`src/rtl/spi_slave_pkg.sv`:
```
// Shared constants for the SPI responder: register map, CTRL/STAT bit positions,
// reset values and the byte shifted out when the TX FIFO is empty.
package spi_slave_pkg;

  localparam logic [1:0] ADR_CTRL = 2'd0;
  localparam logic [1:0] ADR_STAT = 2'd1;
  localparam logic [1:0] ADR_DATA = 2'd2;

  localparam int CTRL_IE   = 7;
  localparam int CTRL_EN   = 6;
  localparam int CTRL_CPOL = 3;
  localparam int CTRL_CPHA = 2;

  localparam int STAT_IF      = 7;
  localparam int STAT_OVR     = 6;
  localparam int STAT_TXFULL  = 3;
  localparam int STAT_TXEMPTY = 2;
  localparam int STAT_RXFULL  = 1;
  localparam int STAT_RXEMPTY = 0;

  localparam logic [7:0] CTRL_RESET = 8'h00;
  localparam logic [7:0] STAT_RESET = 8'h05;
  localparam logic [7:0] CTRL_MASK  = 8'hCC;
  localparam logic [7:0] TX_IDLE    = 8'hFF;

endpackage

```
`src/rtl/spi_slave_fifo.sv`:
```
// Synchronous FIFO with flush; pop is honoured before push, so a full FIFO
// accepts a push in the same cycle as a pop.
module spi_slave_fifo #(
  parameter int DEPTH = 4,
  parameter int WIDTH = 8
) (
  input  logic             clk,
  input  logic             rst_n,
  input  logic             push,
  input  logic             pop,
  input  logic             flush,
  input  logic [WIDTH-1:0] wdata,
  output logic [WIDTH-1:0] rdata,
  output logic             full,
  output logic             empty
);

  localparam int AW = $clog2(DEPTH);

  logic [WIDTH-1:0] mem [DEPTH];
  logic [AW-1:0]    wr_ptr;
  logic [AW-1:0]    rd_ptr;
  logic [AW:0]      count;
  logic             do_push;
  logic             do_pop;

  assign empty   = (count == '0);
  assign full    = count[AW];
  assign do_pop  = pop & ~empty;
  assign do_push = push & (~full | do_pop);
  assign rdata   = mem[rd_ptr];

  always_ff @(posedge clk or negedge rst_n) begin
    if (!rst_n) begin
      wr_ptr <= '0;
      rd_ptr <= '0;
      count  <= '0;
    end else if (flush) begin
      wr_ptr <= '0;
      rd_ptr <= '0;
      count  <= '0;
    end else begin
      if (do_push) wr_ptr <= wr_ptr + 1'b1;
      if (do_pop)  rd_ptr <= rd_ptr + 1'b1;
      count <= count + {{AW{1'b0}}, do_push} - {{AW{1'b0}}, do_pop};
    end
  end

  always_ff @(posedge clk) begin
    if (do_push && !flush) mem[wr_ptr] <= wdata;
  end

endmodule

```
`src/rtl/spi_slave_wb_top.sv`:
```
// SPI responder with an 8-bit Wishbone register file. SPI pins are synchronised
// into clk_i and edge-detected; RX/TX bytes are buffered in two small FIFOs.
module spi_slave_wb_top
  import spi_slave_pkg::*;
#(
  parameter int FIFO_DEPTH  = 4,
  parameter int SYNC_STAGES = 2
) (
  input  logic       clk_i,
  input  logic       rst_i,
  input  logic       cyc_i,
  input  logic       stb_i,
  input  logic       we_i,
  input  logic [1:0] adr_i,
  input  logic [7:0] dat_i,
  output logic [7:0] dat_o,
  output logic       ack_o,
  output logic       inta_o,
  input  logic       sck_i,
  input  logic       ss_ni,
  input  logic       mosi_i,
  output logic       miso_o,
  output logic       miso_oe_o
);

  logic [SYNC_STAGES-1:0] sck_sync, mosi_sync, ss_sync;
  logic       sck_s, mosi_s, ss_s, sck_q, ss_q;
  logic [7:0] ctrl_q, stat_val, rd_data;
  logic       if_q, ovr_q;
  logic [2:0] bit_cnt;
  logic [7:0] rx_sh, tx_sh, rx_byte, rx_head, tx_head, load_byte;
  logic       byte_done;
  logic       en, ie, cpol, cpha, active, sck_rise, sck_fall;
  logic       sample_edge, shift_edge, ss_fall, ss_rise, load;
  logic       wb_req, wb_wr, wb_rd, tx_push, rx_pop, en_clear, stat_wr;
  logic       rx_full, rx_empty, tx_full, tx_empty, ovr_set;

  always_ff @(posedge clk_i or negedge rst_i) begin
    if (!rst_i) begin
      sck_sync  <= '0;
      mosi_sync <= '0;
      ss_sync   <= '1;
      sck_q     <= 1'b0;
      ss_q      <= 1'b1;
    end else begin
      sck_sync  <= {sck_sync[SYNC_STAGES-2:0], sck_i};
      mosi_sync <= {mosi_sync[SYNC_STAGES-2:0], mosi_i};
      ss_sync   <= {ss_sync[SYNC_STAGES-2:0], ss_ni};
      sck_q     <= sck_s;
      ss_q      <= ss_s;
    end
  end

  assign sck_s  = sck_sync[SYNC_STAGES-1];
  assign mosi_s = mosi_sync[SYNC_STAGES-1];
  assign ss_s   = ss_sync[SYNC_STAGES-1];

  assign en   = ctrl_q[CTRL_EN];
  assign ie   = ctrl_q[CTRL_IE];
  assign cpol = ctrl_q[CTRL_CPOL];
  assign cpha = ctrl_q[CTRL_CPHA];

  assign active      = en & ~ss_s;
  assign sck_rise    = sck_s & ~sck_q;
  assign sck_fall    = ~sck_s & sck_q;
  assign sample_edge = active & ((cpol == cpha) ? sck_rise : sck_fall);
  // In CPHA=0 the shift edge trailing the 8th sample belongs to a byte already
  // loaded (bit7 on the wire), so it must not advance the shifter.
  assign shift_edge  = active & ((cpol == cpha) ? sck_fall : sck_rise) & (cpha | (bit_cnt != 3'd0));
  assign ss_fall     = en & ss_q & ~ss_s;
  assign ss_rise     = ~ss_q & ss_s;
  assign load        = ss_fall | (sample_edge & (bit_cnt == 3'd7));
  assign load_byte   = tx_empty ? TX_IDLE : tx_head;

  // Wishbone: a request is cyc_i&stb_i while ack_o is low; writes, FIFO pushes
  // and pops land on the following clock, which is the single ack_o cycle that
  // also carries dat_o.
  assign wb_req   = cyc_i & stb_i & ~ack_o;
  assign wb_wr    = wb_req & we_i;
  assign wb_rd    = wb_req & ~we_i;
  assign tx_push  = wb_wr & (adr_i == ADR_DATA);
  assign rx_pop   = wb_rd & (adr_i == ADR_DATA);
  assign stat_wr  = wb_wr & (adr_i == ADR_STAT);
  assign en_clear = wb_wr & (adr_i == ADR_CTRL) & ~dat_i[CTRL_EN] & en;
  assign ovr_set  = byte_done & rx_full & ~rx_pop;

  spi_slave_fifo #(.DEPTH(FIFO_DEPTH), .WIDTH(8)) u_rx_fifo (
    .clk(clk_i), .rst_n(rst_i), .push(byte_done), .pop(rx_pop), .flush(en_clear),
    .wdata(rx_byte), .rdata(rx_head), .full(rx_full), .empty(rx_empty)
  );

  spi_slave_fifo #(.DEPTH(FIFO_DEPTH), .WIDTH(8)) u_tx_fifo (
    .clk(clk_i), .rst_n(rst_i), .push(tx_push), .pop(load), .flush(en_clear),
    .wdata(dat_i), .rdata(tx_head), .full(tx_full), .empty(tx_empty)
  );

  always_ff @(posedge clk_i or negedge rst_i) begin
    if (!rst_i) begin
      bit_cnt   <= '0;
      rx_sh     <= '0;
      tx_sh     <= '0;
      rx_byte   <= '0;
      byte_done <= 1'b0;
      miso_o    <= 1'b0;
    end else if (en_clear) begin
      bit_cnt   <= '0;
      rx_sh     <= '0;
      tx_sh     <= '0;
      byte_done <= 1'b0;
      miso_o    <= 1'b0;
    end else begin
      byte_done <= 1'b0;
      if (ss_rise) begin
        bit_cnt <= '0;
      end else if (sample_edge) begin
        rx_sh   <= {rx_sh[6:0], mosi_s};
        bit_cnt <= bit_cnt + 3'd1;
        if (bit_cnt == 3'd7) begin
          byte_done <= 1'b1;
          rx_byte   <= {rx_sh[6:0], mosi_s};
        end
      end
      // CPHA=0 drives bit7 at load; CPHA=1 waits for the first shift edge.
      if (load) begin
        if (cpha) begin
          tx_sh <= load_byte;
        end else begin
          tx_sh  <= {load_byte[6:0], 1'b0};
          miso_o <= load_byte[7];
        end
      end else if (shift_edge) begin
        miso_o <= tx_sh[7];
        tx_sh  <= {tx_sh[6:0], 1'b0};
      end
    end
  end

  always_comb begin
    stat_val               = '0;
    stat_val[STAT_IF]      = if_q;
    stat_val[STAT_OVR]     = ovr_q;
    stat_val[STAT_TXFULL]  = tx_full;
    stat_val[STAT_TXEMPTY] = tx_empty;
    stat_val[STAT_RXFULL]  = rx_full;
    stat_val[STAT_RXEMPTY] = rx_empty;
  end

  always_comb begin
    rd_data = 8'h00;
    case (adr_i)
      ADR_CTRL: rd_data = ctrl_q;
      ADR_STAT: rd_data = stat_val;
      ADR_DATA: rd_data = rx_empty ? 8'h00 : rx_head;
      default:  rd_data = 8'h00;
    endcase
  end

  always_ff @(posedge clk_i or negedge rst_i) begin
    if (!rst_i) begin
      ctrl_q <= CTRL_RESET;
      if_q   <= 1'b0;
      ovr_q  <= 1'b0;
      ack_o  <= 1'b0;
      dat_o  <= 8'h00;
    end else begin
      ack_o <= wb_req;
      dat_o <= wb_rd ? rd_data : 8'h00;
      if (wb_wr && adr_i == ADR_CTRL) ctrl_q <= dat_i & CTRL_MASK;
      // A set arriving with its W1C clear wins.
      if_q  <= byte_done | (if_q & ~(stat_wr & dat_i[STAT_IF]));
      ovr_q <= ovr_set | (ovr_q & ~(stat_wr & dat_i[STAT_OVR]));
    end
  end

  assign inta_o    = ie & (if_q | ovr_q);
  assign miso_oe_o = en & ~ss_s;

endmodule

```
`config.mk`:
```
export PLATFORM = sky130hd
export DESIGN_NAME = spi_slave_wb_top
export DESIGN_NICKNAME = d
export VERILOG_FILES = /design/src/rtl/spi_slave_pkg.sv /design/src/rtl/spi_slave_fifo.sv /design/src/rtl/spi_slave_wb_top.sv
export SDC_FILE = /design/constraint.sdc
export NUM_CORES = 1
export LEC_CHECK = 0
export CORE_MARGIN = 5
export CORE_UTILIZATION = 32
export CTS_CLUSTER_SIZE = 20
export DETAILED_ROUTE_END_ITERATION = 7
export PLACE_DENSITY = 0.47
export SYNTH_ARGS = -nofsm -noshare
export SYNTH_HDL_FRONTEND = slang
export SYNTH_SLANG_ARGS = --single-unit
```
`constraint.sdc`:
```
create_clock -name clk_i -period 4.34 [get_ports clk_i]
set_input_delay 0.868 -clock clk_i [delete_from_list [all_inputs] [get_ports clk_i]]
set_output_delay 0.868 -clock clk_i [all_outputs]
set_load 0.01 [all_outputs]
```
After elaboration in Yosys (flattened, before gate mapping)
Memory sizes are Yosys's and may differ from the RTL's. Index checks and enable logic that the tools add are counted. Widths: inputs -> output; s select.

$add $sub $neg: 9. Multipliers: 0. Div/mod/pow operators: 0. Magnitude comparators: 0. Equality and inequality tests: 6. Shift-type cells: 0. Multiplexer cells: 38. Bitwise operators: 54. Reductions and logical operators: 18.

Operators with widths (count): $mux 8 (7); $and 1x1->1 (31); $pmux 8 s3 (1); $mux 7 (3); $mux 2 (8); $not 1->1 (16); $mux 3 (5); $mux 1 (14); $reduce_bool 2->1 (5); $reduce_bool 3->1 (3); $add 2x1->2 const B (4); $or 1x1->1 (7); $add 3x1->3 (2); $logic_not 3->1 (2); $sub 3x1->3 (2); $reduce_and 2->1 (2); $reduce_and 4->1 (1); $add 3x1->3 const B (1); $eq 3x3->1 const B (1); $logic_and 1x1->1 (3); $ne 3x3->1 const B (1); $eq 2x1->1 const B (1); $eq 2x2->1 const B (1); $logic_not 2->1 (1); other kinds (3) (3).

Register bits after elaboration: 65. Bits in latches: 0. Memory bits (writable): 64. Bits in read-only memories: 0. Output and inout bits: 12. Word-level logic and storage cells: 149. Memories kept: 2.

Memories: u_rx_fifo.mem (depth 4, bits a word 8, rd ports 1, clocked after memory_dff 0, wr ports 1, line spi_slave_fifo.sv:20) `logic [WIDTH-1:0] mem [DEPTH];`; u_tx_fifo.mem (depth 4, bits a word 8, rd ports 1, clocked after memory_dff 0, wr ports 1, line spi_slave_fifo.sv:20).

Longest topological paths before layout
Gate-level depths: netlist of the first run.

Word-level depth: 12. Gate-level depth with buffers: 13. Gate-level depth less buffers: 12.

Cells and area by module
Synthesis of the first run repeated with hierarchy kept, for this count alone.

Cell total of the unflattened synthesis: 384. Area, all modules: 5641.7 um2.

By module, submodules not included: spi_slave_fifo (times used 2, cells each 89, area each 1646.6 um2, seq. area each 1136.1 um2); spi_slave_wb_top (times used 1, cells each 206, area each 2348.5 um2, seq. area each 1280.0 um2).

Worst setup path after synthesis of the first run
No wires, ideal clock.

Path type: input -> register. Start: input adr_i[0]. End: register u_rx_fifo.count[2]. Arrival: 2.879 ns. Data required time: 4.219 ns. Path slack: 1.340 ns. Cell stages on the path: 11. Path buffers: 1. Cells stage by stage: clkbuf_1 nand2b_1 nor3_1 ha_1 inv_1 ha_1 inv_1 fa_1 xor2_1 xnor2_1 nor2_1.

Word-level cells in the longest chain between the ends: 8. Elaborated cells on any way between the ends: 12. Classes of those cells: add/sub (2); eq/ne (1); mux (1); bitwise (7); reduce/logical (1).

Ends and longest elaborated chain: start: declaration (line spi_slave_wb_top.sv:14) `input logic [1:0] adr_i,`; $eq 2x2->1 (line spi_slave_wb_top.sv:82) `assign rx_pop = wb_rd & (adr_i == ADR_DATA);`; $and 1x1->1 (line spi_slave_wb_top.sv:82); $and 1x1->1 (line spi_slave_fifo.sv:29) `assign do_pop = pop & ~empty;`; $or 1x1->1 (line spi_slave_fifo.sv:30) `assign do_push = push & (~full | do_pop);`; $and 1x1->1 (line spi_slave_fifo.sv:30); $add 3x1->3 (line spi_slave_fifo.sv:45) `count <= count + {{AW{1'b0}}, do_push} - {{AW{1'b0}}, do_pop};`; $sub 3x1->3 (line spi_slave_fifo.sv:45); $mux 3 * (line spi_slave_fifo.sv:38) `end else if (flush) begin`; end signal: assignment (line spi_slave_fifo.sv:45); end: declaration (line spi_slave_fifo.sv:23) `logic [AW:0] count;`.

Mark *: on every way between the ends. The rest lies on a longest branch, timed or not. A chain may end at the register's enable or synchronous reset.

Worst setup path after layout of the first run
Start: register ctrl_q[2]. End: register u_tx_fifo.count[2].

Word-level cells in the longest chain between the ends: 11.

Ends and longest elaborated chain: start: declaration (line spi_slave_wb_top.sv:28) `logic [7:0] ctrl_q, stat_val, rd_data;`; start signal: assignment (line spi_slave_wb_top.sv:168) `if (wb_wr && adr_i == ADR_CTRL) ctrl_q <= dat_i & CTRL_MASK;`; $eq 1x1->1 * (line spi_slave_wb_top.sv:66) `assign sample_edge = active & ((cpol == cpha) ? sck_rise : sck_fall);`; $mux 1 * (line spi_slave_wb_top.sv:66); $and 1x1->1 * (line spi_slave_wb_top.sv:66); $and 1x1->1 * (line spi_slave_wb_top.sv:72) `assign load = ss_fall | (sample_edge & (bit_cnt == 3'd7));`; $or 1x1->1 * (line spi_slave_wb_top.sv:72); $and 1x1->1 * (line spi_slave_fifo.sv:29); $or 1x1->1 (line spi_slave_fifo.sv:30); $and 1x1->1 (line spi_slave_fifo.sv:30); $add 3x1->3 (line spi_slave_fifo.sv:45); $sub 3x1->3 * (line spi_slave_fifo.sv:45); $mux 3 * (line spi_slave_fifo.sv:38); end signal: assignment (line spi_slave_fifo.sv:45); end: declaration (line spi_slave_fifo.sv:23).

Marked as above.

==> results.md, run 1 <==
- P per Cell Area: 564 mW/mm^2
- # diodes: 0
- Setup bufs post-CTS: 0
- CTS root buf: clkbuf_16
- Avg WL per Cell: 16.9 um
- Max_cap viols: 0
- Layout cell share with drive strength beyond 1: 18.8%
- RSZ-0062 raised after global routing: false
- Grt ovf: 0
- R2R setup slack: 0.70 ns
- Sequential area share after synthesis: 63.8%
- DR pass1 iterations: 4
- Core Rows: 48
- Hold Path Class: flip-flop to flip-flop
- Peak VDD IR: 290 uV
- Distinct cells, synth: 52
- Area leader, netlist: edfxtp_1
- CTS tree: done
- Worst setup margin: 0.700 ns
- Synthesized area: 0.00557 mm^2
- CTS Buf Count: 17
- Placer's final routability congestion estimate: 0.755
- Most used flip-flop cell after synthesis: edfxtp_1
- Fmax: 0.275 GHz
- Placed Instances: 623
- HPWL Detailed: 7560 um
- Layout Cells excl Fill: 655
- Initial Utilization: 32.4%
- Post-CTS sizing: 0
- Hold Fails Final Rpt: 0
- Total number of vias: 3,135
- Worst setup path class: flip-flop to flip-flop
- Number of port buffers: 29
- Worst-margin pin slew: 1.03 ns
- First-pass GRT wire length: 17,900 um
- Synth top area cells: edfxtp_1 34%, dfrtp_1 28%, mux4_2 6.5%, ha_1 3.4%, mux2_2 2.4%
- Status: finished, final reports clean
- Area Growth Syn to Fin: 19.9%
- Crit path DAT: 3.93 ns
- Die X: 142 um
- DIE AREA: 0.0201 mm^2
- Die height: 142 um
- Final Max Slew Viols: 0
- 1st-iter DRT viols: 115
- Avg Cell Area, Syn: 14.5 um^2
- Routed Antenna Nets: 0
- Clk slew on worst S/H paths: 0.06 ns
- P_leak: 2.56 nW
- Nets: 452
- Hold_buf cts: 0
- Syn_nets: 419
- Crit. End Element: flip-flop
- Setup TNS: 0 ns
- Ports: 30
- Post-synth EDFFs: 64
- Gr usage total: 11.7%
- CORE AREA: 0.0172 mm^2
- Critical path peak fanout: 17
- Via/cell ratio: 4.79
- Initial antenna violation count: 0
- Tcrit/Tclk final: 83.9%
- Element type at the critical path start: flip-flop
- Setup Skew: 0.00764 ns
- DRC errors left: 0
- # setup viols final: 0
- Hold_sp: mosi_sync[0]
- Critical path launch point: ctrl_q[2]
- Register bit total from synthesis: 129
- CTS H-tree lvls: 4
- Clk_lat worst skew: 0.42 ns
- Clock sink count: 129
- Largest net degree at the start of global routing: 44
- Synthesis warning total: 0
- Worst-case clock buffer depth: 2
- Top-area cell type share of the netlist area: 34.5%
- Drt total wl: 11,000 um
- Cells after Synth: 384
- CP required: 4.63 ns
- Slew Limit Headroom: 31.4%
- R2r startpoint: ctrl_q[2]
- FFs w/ async S/R, synth: 50.4%
- Vias in the first global route: 3,193
- Min Clock Period, post-route: 3.64 ns
- Dpl ws: 0.581 ns
-- per-layer routing --
metal	wire (um)	GRT usage [%]	share of wire (%)
met1	5340	16.0	48
met3	426	3.60	3.9
met2	5010	17.4	45
met5	0	0	0
met4	257	5.15	2.3
-- stage by stage --
step	instance area [um^2]	utilization, %	hold slack (ns)	power, mW
after floorplan	5570	-	0.331	2.13
after global placement	6070	35.4	0.337	2.33
after detailed placement	6070	35.4	0.339	2.35
after CTS	6680	38.9	0.352	3.82
after global routing	6680	38.9	0.367	3.99
final	6680	38.9	0.349	3.77
-- power by group --
part | switching, mW | internal (mW)
registers | 0.212 | 1.43
clock network | 0.551 | 0.909
logic | 0.301 | 0.365
total | 1.06 | 2.71
-- layout make-up --
cell class                      count  area, um^2
Multi-Input combinational cell    219        1870
Timing Repair Buffer               31         300
Clock buffer                       17         425
Clock inverter                     15         185
Fill cell                        1646       10500
Inverter                           19        71.3
Sequential cell                   129        3550
Tap cell                          225         282
-- worst max-delay path, stage by stage, from the launching register on --
cell and delay (ns):
dfrtp_1 0.82, xnor2_2 0.17, mux2i_2 0.33, o31ai_2 0.82, ha_1 0.37, inv_1 0.06
ha_1 0.13, inv_1 0.05, fa_1 0.37, xor2_1 0.18, xnor2_1 0.14, nor2_1 0.06
-- state kept, by name (all words and copies together) (netlist names), 2 cells and up --
signal,cells
rx_sh,7
dat_o,8
u_tx_fifo.wr_ptr,2
tx_sh,8
rx_byte,8
mosi_sync,2
sck_sync,2
u_rx_fifo.rd_ptr,2
u_tx_fifo.mem,32
ss_sync,2
bit_cnt,3
u_tx_fifo.count,3
u_tx_fifo.rd_ptr,2
ctrl_q,4
u_rx_fifo.count,3
u_rx_fifo.wr_ptr,2
u_rx_fifo.mem,32
-- synth_stat cells, types with 2 or more instances --
library cell  instances
a221oi_1              8
nor2b_1               6
nor2_1               24
nand2b_1              7
buf_1                 3
mux2_4                2
a22oi_1               2
nand2_1              25
nor3_1                4
clkbuf_1              4
mux4_2               16
and4bb_2              2
mux2_2               12
o21ai_0               3
fa_1                  2
a31oi_1               7
buf_2                 8
xnor2_1               5
xor2_1                3
nor2_4                2
edfxtp_1             64
inv_1                18
and2_1               11
mux2i_1              12
buf_4                 2
nand3_1               4
dfstp_2               3
dfrtp_1              62
ha_1                 15
a21oi_1              26
-- cells in the final DEF (no fill, tap or decap), types with 2 or more instances in the layout --
master           instances
mux2i_1                 12
clkbuf_16               17
mux2_2                  12
a21oi_1                 26
nand2b_1                 7
clkinvlp_4               4
bufinv_16                3
inv_6                    2
xnor2_1                  5
and2_1                  11
o21ai_0                  3
fa_1                     2
nor3_1                   4
buf_4                    2
nand3_1                  4
ha_1                    15
nor2_4                   2
clkinv_4                 3
mux4_2                  16
mux2_4                   2
nor2b_1                  6
a221oi_1                 8
inv_1                   18
nor2_1                  24
edfxtp_1                64
and4bb_2                 2
a31oi_1                  7
a22oi_1                  2
clkdlybuf4s50_1         28
clkinv_2                 2
dfstp_2                  3
xor2_1                   3
nand2_1                 25
dfrtp_1                 62
-- path summary, 6_finish.rpt --
path                                      end  cells after the start
max in group asynchronous          ss_sync[0]                      2
max reg2reg                u_tx_fifo.count[2]                     11
min                              mosi_sync[1]                      0
max                        u_tx_fifo.count[2]                     11
min reg2reg                      mosi_sync[1]                      0
min in group asynchronous            dat_o[5]                      1
-- logic make-up after synthesis --
| kind of cell | share of synthesized area (%) |
|---|---|
| adders and majority gates | 4.09 |
| buffers and inverters | 2.74 |
| AOI/OAI and AO/OA | 7.12 |
| muxes | 11.8 |
| and+or+nand+nor | 8.92 |
| DFF | 63.8 |
| xor gates and xnor gates | 1.55 |
No activity file was read; power rests on OpenSTA's default activity.
==> inputs of run 2 (changes only) <==
--- a/config.mk
+++ b/config.mk
@@ -9,7 +9,7 @@
 export CORE_UTILIZATION = 32
 export CTS_CLUSTER_SIZE = 20
 export DETAILED_ROUTE_END_ITERATION = 7
-export PLACE_DENSITY = 0.47
+export PLACE_DENSITY = 0.49
 export SYNTH_ARGS = -nofsm -noshare
 export SYNTH_HDL_FRONTEND = slang
 export SYNTH_SLANG_ARGS = --single-unit
==> constraint.sdc (replaced) <==
create_clock -name clk_i -period 3 [get_ports clk_i]
set_input_delay 0.6 -clock clk_i [delete_from_list [all_inputs] [get_ports clk_i]]
set_output_delay 0.6 -clock clk_i [all_outputs]
set_load 0.01 [all_outputs]
==> results.md, run 2 (synthesis results as in run 1) <==
- Final Max Slew Viols: 0
- Crit-path most repeated cell: inv_1
- WP buf/inv: 4
- Setup TNS: 0 ns
- Tcrit/Tclk final: 85.1%
- 1st-iter DRT viols: 100
- Setup bufs post-CTS: 0
- Design Area, Final: 0.00678 mm^2
- Most frequent cells in the layout: 64 x edfxtp_1, 62 x dfrtp_1, 28 x clkdlybuf4s50_1
- # diodes: 0
- DRC errors left: 0
- Crit path DAT: 2.84 ns
- P_leak: 2.63 nW
- Vias in the first global route: 3,351
- Total number of vias: 3,152
- Slew Limit Headroom: 42.0%
- Placed cell areas: 0.00618 mm^2
- CTS root buf: clkbuf_16
- Clk slew on worst S/H paths: 0.06 ns
- Status: finished, final reports clean
- Nets: 467
- Max_cap viols: 0
- Worst-margin pin slew: 0.870 ns
- Worst-case clock buffer depth: 2
- Clock sink count: 129
- DR pass1 iterations: 4
- Cell family with most CP delay: buffers and inverters
- DIE AREA: 0.0201 mm^2
- Hold Path Class: flip-flop to flip-flop
- Critical path peak fanout: 7
- Clk_lat worst skew: 0.41 ns
- Avg WL per Cell: 16.0 um
- Hold_buf cts: 0
- Die height: 142 um
- CORE AREA: 0.0172 mm^2
- Post-CTS sizing: 0
- Worst setup path class: input pin to flip-flop
- Initial antenna violation count: 0
- Crit-path slowest cell: clkdlybuf4s50_1
- CTS H-tree lvls: 4
- Initial Utilization: 32.4%
- Crit. End Element: flip-flop
- Drt total wl: 10,700 um
- Number of port buffers: 29
- Final Core Density: 39.5%
- Hold Fails Final Rpt: 0
- Ports: 30
- Die X: 142 um
- Largest net degree at the start of global routing: 66
- Fmax: 0.392 GHz
- Largest registers: u_rx_fifo.mem: 32 flops, u_tx_fifo.mem: 32 flops
- CP peak stage delay: 0.53 ns
- Routed Antenna Nets: 0
- HPWL Detailed: 7570 um
- Seq. cell area: 0.00355 mm^2
- Via/cell ratio: 4.70
- Placer's final routability congestion estimate: 0.788
- Multi-input gate area: 0.00187 mm^2
- Grt ovf: 0
- Gr usage total: 11.6%
- Setup Skew: 0.00990 ns
- Min Clock Period, post-route: 2.55 ns
- Peak VDD IR: 386 uV
- Fillers: 1,623
- RSZ-0062 raised after global routing: false
- CTS tree: done
- # setup viols final: 0
- CP required: 3.29 ns
- First-pass GRT wire length: 18,000 um
- Area Growth Syn to Fin: 21.6%
- Core Rows: 48
- Final Power: 5.39 mW
- Element type at the critical path start: input pin
- Worst path cell trace: clkdlybuf4s50_1 -> nand4bb_1 -> buf_4 -> o21ai_0 -> nand2_1 -> inv_1 -> ha_1 -> inv_1 -> fa_1 -> xor2_1 -> xnor2_1 -> nor2_1
- CTS Buf Count: 17
- P per Cell Area: 795 mW/mm^2
- Layout cell share with drive strength beyond 1: 21.1%
- Leading cell type in the layout, fill and taps excluded: edfxtp_1
[run 2: changes by cell type in the layout (fill, tap and decap cells not counted), sizes merged]
cell      change
clkbuf        +3
bufinv        -1
inv           -1
buf          +15
clkinvlp      -2
clkinv        +1
[run 2: path summary, 6_finish.rpt]
kind	slack, ns	endpoint	start	cells after the start
setup / recovery	0.45	u_rx_fifo.count[2]	cyc_i	12
hold / removal	0.35	mosi_sync[1]	mosi_sync[0]	0
setup reg to reg	0.45	u_tx_fifo.count[2]	ctrl_q[3]	11
hold reg to reg	0.35	mosi_sync[1]	mosi_sync[0]	0
max in group asynchronous	2.04	u_rx_fifo.count[2]	rst_i	2
min in group asynchronous	0.38	dat_o[5]	rst_i	2
[run 2: cell type report]
class | instances | area share [%]
repair buffers | 46 | 6.09
clock buffers | 20 | 6.76
flip-flops and latches | 129 | 52.4
multi-input cells | 219 | 27.5
well taps | 225 | 4.15
clock inverters | 12 | 1.98
inverters | 19 | 1.05
[run 2: report_power, final]
| group | switching [mW] | internal (mW) | total, mW |
|---|---|---|---|
| combinational | 0.445 | 0.554 | 1.00 |
| clock | 0.752 | 1.28 | 2.03 |
| sequential | 0.286 | 2.07 | 2.36 |
| total | 1.48 | 3.91 | 5.39 |
[run 2: stage by stage]
step	hold WS [ns]	setup WS, ns	instances
after floorplan	0.304	0.268	384
after global placement	0.335	0.130	638
after detailed placement	0.338	0.0132	638
after CTS	0.351	0.411	670
after global routing	0.363	0.202	670
final	0.348	0.446	670
[run 2: metal layers]
| layer | vias to the layer above | global-route usage, % | part of all wire, % |
|---|---|---|---|
| met1 | 1574 | 15.5 | 47 |
| li1 | 1498 | - | - |
| met4 | 0 | 4.09 | 1.2 |
| met3 | 10 | 3.97 | 4.6 |
| met5 | - | 0 | 0 |
| met2 | 70 | 17.8 | 47 |
